$ cat src/rtl/seq_mult_unit.sv
// seq_mult_unit: sequential shift-add multiplier with its own control FSM.
// Consumes one multiplier bit per clock and supports unsigned or
// two's-complement operands. Operands are reduced to magnitudes on start,
// and the sign is applied once at the end. Product is held in a register
// until the next Done pulse.
//
// Optional feature macro: SEQ_MULT_EARLY_EXIT_EN
//   When it is defined, CALC stops as soon as the remaining multiplier bits
//   are all zero. Results are unchanged; only latency shrinks.
//   When it is not defined, CALC always runs for exactly WIDTH cycles, and
//   no zero-detect logic exists.

module seq_mult_unit #(
  parameter int WIDTH = 8,
  parameter int CW    = $clog2(WIDTH)
) (
  input  logic                 Clk,
  input  logic                 reset_n,
  input  logic                 St,
  input  logic                 Sgn,
  input  logic [WIDTH-1:0]     A,
  input  logic [WIDTH-1:0]     B,
  output logic                 Idle,
  output logic                 Busy,
  output logic                 Done,
  output logic [2*WIDTH-1:0]   Product
);

  localparam int PW = 2 * WIDTH;

  typedef enum logic [1:0] {
    IDLE = 2'd0,
    CALC = 2'd1,
    SIGN = 2'd2,
    DONE = 2'd3
  } stateType;

  stateType         state;
  logic [PW-1:0]    mcand;
  logic [WIDTH-1:0] mplier;
  logic [PW-1:0]    acc;
  logic [CW-1:0]    cnt;
  logic             neg;
  logic             lastStep;

  // Unsigned magnitude of an operand. The most negative value maps to
  // 2^(WIDTH-1), which still fits in WIDTH unsigned bits, so nothing
  // saturates.
  function automatic logic [WIDTH-1:0] magOf(input logic [WIDTH-1:0] x,
                                             input logic             sgn);
    if (sgn && x[WIDTH-1])
      return (~x) + WIDTH'(1);
    else
      return x;
  endfunction

`ifdef SEQ_MULT_EARLY_EXIT_EN
  // Leave CALC after the last counted bit, or once no set multiplier bits remain after this shift.
  assign lastStep = (cnt == CW'(WIDTH - 1)) || (mplier[WIDTH-1:1] == '0);
`else
  // Leave CALC after exactly WIDTH bit steps.
  assign lastStep = (cnt == CW'(WIDTH - 1));
`endif

  // Status outputs are decoded directly from the state register.
  assign Idle = (state == IDLE);
  assign Busy = (state == CALC) || (state == SIGN);
  assign Done = (state == DONE);

  // Control FSM and datapath. On start, the operands are captured as
  // magnitudes. One shift-add step runs per CALC cycle. SIGN applies the
  // result sign into the held Product register.
  always_ff @(posedge Clk or negedge reset_n) begin
    if (!reset_n) begin
      state   <= IDLE;
      mcand   <= '0;
      mplier  <= '0;
      acc     <= '0;
      cnt     <= '0;
      neg     <= 1'b0;
      Product <= '0;
    end else begin
      case (state)
        IDLE: begin
          if (St) begin
            mcand  <= {{WIDTH{1'b0}}, magOf(A, Sgn)};
            mplier <= magOf(B, Sgn);
            neg    <= Sgn & (A[WIDTH-1] ^ B[WIDTH-1]);
            acc    <= '0;
            cnt    <= '0;
            state  <= CALC;
          end
        end
        CALC: begin
          if (mplier[0])
            acc <= acc + mcand;
          mcand  <= mcand << 1;
          mplier <= mplier >> 1;
          cnt    <= cnt + CW'(1);
          if (lastStep)
            state <= SIGN;
        end
        SIGN: begin
          Product <= neg ? ((~acc) + PW'(1)) : acc;
          state   <= DONE;
        end
        DONE: begin
          state <= IDLE;
        end
        default: begin
          state <= IDLE;
        end
      endcase
    end
  end

endmodule

$ cat config.mk
export PLATFORM = sky130hd
export DESIGN_NAME = seq_mult_unit
export DESIGN_NICKNAME = d
export VERILOG_FILES = /design/src/rtl/seq_mult_unit.sv
export SDC_FILE = /design/constraint.sdc
export NUM_CORES = 1
export LEC_CHECK = 0
export ABC_CLOCK_PERIOD_IN_PS = 8200
export BUFFER_PORTS_ARGS = -buffer_cell sky130_fd_sc_hd__clkbuf_2
export CAP_MARGIN = 5
export CORE_MARGIN = 4
export CORE_UTILIZATION = 64
export CTS_CLUSTER_DIAMETER = 100
export DETAILED_ROUTE_END_ITERATION = 10
export PLACE_DENSITY = 0.85
export SYNTH_ARGS = -nofsm -noshare
export SYNTH_HDL_FRONTEND = slang
export SYNTH_SLANG_ARGS = --single-unit
export TNS_END_PERCENT = 30
$ cat constraint.sdc
create_clock -name Clk -period 8.2 [get_ports Clk]
set_clock_uncertainty 0.2 [all_clocks]
set_input_delay 0.41 -clock Clk [delete_from_list [all_inputs] [get_ports Clk]]
set_output_delay 0.41 -clock Clk [all_outputs]
set_load 0.03 [all_outputs]
==> impl_metrics.py <==
metrics = {
    "grt": {
        "track_usage": 0.250,
        "grt-ovfl-total": 0,
        "grt_pass1_wl_um": 15000,
        "antenna_found_initial": 0,
        "grt_start_max_net_pins": 63,
        "grt_pass1_vias": 3244,
    },
    "clock_network": {
        "cts-root-buf": "clkbuf_8",
        "post_cts_buffers": 0,
        "cts_resized": 0,
        "clk_pin_slew_worst_paths_ns": 0.07,
        "cts_tree": "yes",
        "cts_made_buffers": 9,
        "cts_hold_buf": 0,
        "clk_latency_ns": 0.35,
        "cts.sinks": 62,
        "htreeDepth": 3,
        "clockBufferDepth": 2,
    },
    "setup_path": {
        "rrSetupSlack_ns": 5.22,
        "r2r_end": "acc[14]",
        "critPathLaunchType": "flop",
        "crit_end": "acc[14]",
        "critPathKind": "flop to flop",
        "reg2reg_depth": 10,
        "worstPathRequired_ns": 8.23,
        "worstReg2RegStart": "acc[0]",
        "cp-end-kind": "flop",
        "critPathLaunch": "acc[0]",
        "crit_fanout": 5,
        "worstPathArrival_ns": 3.01,
    },
    "synth": {
        "ys_types": 46,
        "synth_warnings": 0,
        "synth-seq-cells": 62,
        "synth_edf_count": 0,
        "syn_inst": 455,
        "synth_area_um2": 3990,
        "synth_top_area_share": 0.389,
        "ys_seq_area_frac": 0.389,
        "synthesis.nets": 500,
        "yosysTopAreaCell": "dfrtp_1",
        "synth_ff_type": "dfrtp_1",
        "yosys-top-cells-area": "dfrtp_1 39%, ha_1 7.5%, o21ai_0 7.2%",
        "synth_area_per_cell_um2": 8.76,
        "async_flop_share": 1.00,
    },
    "timing": {
        "setup_violations": 0,
        "period_minus_slack_ns": 2.98,
        "hold_violations": 0,
        "tns_ns": 0,
        "slew_viol_final": 0,
        "maxClockFrequency_mhz": 336,
        "max_slew.worst_pin.slew_ns": 0.773,
        "slew_headroom": 0.485,
        "rsz0062_at_grt": "false",
        "period_share": 0.363,
    },
    "floorplan": {
        "core_area_um2": 5990,
        "chipHeight_um": 86.9,
        "ios": 39,
        "dieArea_um2": 7560,
        "initial_core_util": 0.666,
        "placementRows": 28,
        "die_w_um": 86.9,
    },
    "placement": {
        "hpwl_um": 6060,
        "dp.cells": 553,
        "place.gp.congestion": 0.962,
        "io_buffers": 38,
    },
    "layout": {
        "layout-drive-gt1-share": 0.136,
        "nFillCells": 435,
        "area_growth_pct": 12.0,
        "final_nets": 534,
        "antennaDiodeCount": 0,
        "final_cells": 569,
    },
    "detailed_routing": {
        "ant_nets": 0,
        "dr.pass1.iters": 5,
        "wl_per_cell_um": 14.8,
        "drt-initial-drc-count": 237,
        "wirelength_um": 8450,
        "via_per_inst": 6.05,
        "dr_total_vias": 3441,
        "drc": 0,
    },
    "run_status": {
        "outcome": "finished clean",
    },
    "power_and_ir_drop": {
        "max-vdd-ir-drop_mv": 0.439,
        "leakagePower_nw": 2.07,
        "p_per_area_nw_per_um2": 420,
    },
    "run": {
        "maxCapViolations": 0,
    },
    "worst_hold_path": {
        "hold_class": "input pin to asynchronous set/reset pin",
    },
}
-- layer usage --
metal,vias up,part of all wire,track usage
met5,-,0,0
met4,0,0.020,0.0907
met3,21,0.049,0.0492
met2,96,0.47,0.398
met1,1625,0.46,0.339
li1,1699,-,-
-- sequential cells by signal, indices dropped and copies added (netlist names) --
register  flops
Product      16
acc          16
mcand        16
mplier        8
cnt           3
state         2
neg           1
-- layout make-up --
class | instances | area (um2) | area share
multi-input cells | 355 | 2290 | 0.514
flip-flops and latches | 62 | 1550 | 0.348
repair buffers | 42 | 220 | 0.0493
clock buffers | 13 | 169 | 0.0378
well taps | 75 | 93.8 | 0.0210
inverters | 19 | 71.3 | 0.0160
clock inverters | 3 | 65.1 | 0.0146
-- logic make-up (layout without fill, tap and decap cells) --
group	after synthesis	after routing	share of synthesized area
AO/OA/AOI/OAI	149	149	0.221
AND/OR/NAND/NOR	130	130	0.154
flip-flops	62	62	0.389
buffers and inverters	38	77	0.0358
XOR/XNOR	33	33	0.0725
adder cells (fa/ha/maj)	25	25	0.0803
multiplexers	18	18	0.0468
-- synth_stat cells, types with 10 or more instances --
library cell / instances
nand2_1: 52
nor2_1: 33
xor2_1: 16
o21ai_0: 57
clkbuf_1: 16
xnor2_1: 17
dfrtp_1: 62
inv_1: 19
a21oi_1: 47
ha_1: 24
mux2i_1: 13
a22oi_1: 10
-- worst max-delay path, stage by stage (launching register included) --
cell and delay, ns:
dfrtp_1 0.43, ha_1 0.20, inv_1 0.06, fa_1 0.39, nor2b_1 0.17, o211ai_1 0.10, a21boi_0 0.23, o211ai_1 0.19
o41ai_1 0.44, nor4b_1 0.10, or3_1 0.36
-- layout by cell type, fill, tap and decap left out, types with 4 or more instances in the layout --
cell,n
buf_4,4
nor3_1,5
mux2_2,5
xor2_1,16
a22oi_1,10
o31ai_1,5
dfrtp_1,62
a21o_1,4
nand3_1,6
mux2i_1,13
ha_1,24
nor2_1,33
a21oi_1,47
clkbuf_8,12
a22o_1,4
xnor2_1,17
inv_1,19
nand2_1,52
or3_1,9
nor2b_1,5
o21ai_0,56
clkbuf_2,38
a31oi_1,5
-- power breakdown --
| group | total [mW] | switching, mW | internal [mW] |
|---|---|---|---|
| clock | 0.314 | 0.119 | 0.196 |
| sequential | 0.584 | 0.143 | 0.441 |
| combinational | 0.978 | 0.594 | 0.384 |
| total | 1.88 | 0.855 | 1.02 |
-- metrics by stage --
step | worst slack (ns) | instance area [um2] | power, mW | hold WS [ns] | utilization
final | 5.22 | 4460 | 1.88 | 0.0137 | 0.745
after global routing | 5.00 | 4460 | 2.04 | 0.0997 | 0.745
after CTS | 5.26 | 4460 | 1.88 | 0.0456 | 0.745
after detailed placement | 5.26 | 4230 | 1.56 | 0.276 | 0.706
after global placement | 5.35 | 4230 | 1.51 | 0.266 | 0.706
after floorplan | 5.57 | 3990 | 1.33 | -0.0856 | -
-- worst min-delay path by stage --
stage,cells after the start,to,slack [ns],start
final,2,Product[2],0.01,reset_n
after global routing,2,acc[0],0.1,reset_n
after floorplan,0,Product[0],-0.09,reset_n
after global placement,2,mplier[4],0.27,mplier[4]
after CTS,2,Product[2],0.05,reset_n
after detailed placement,2,mplier[2],0.28,mplier[2]
No activity file was read; power rests on OpenSTA's default activity.
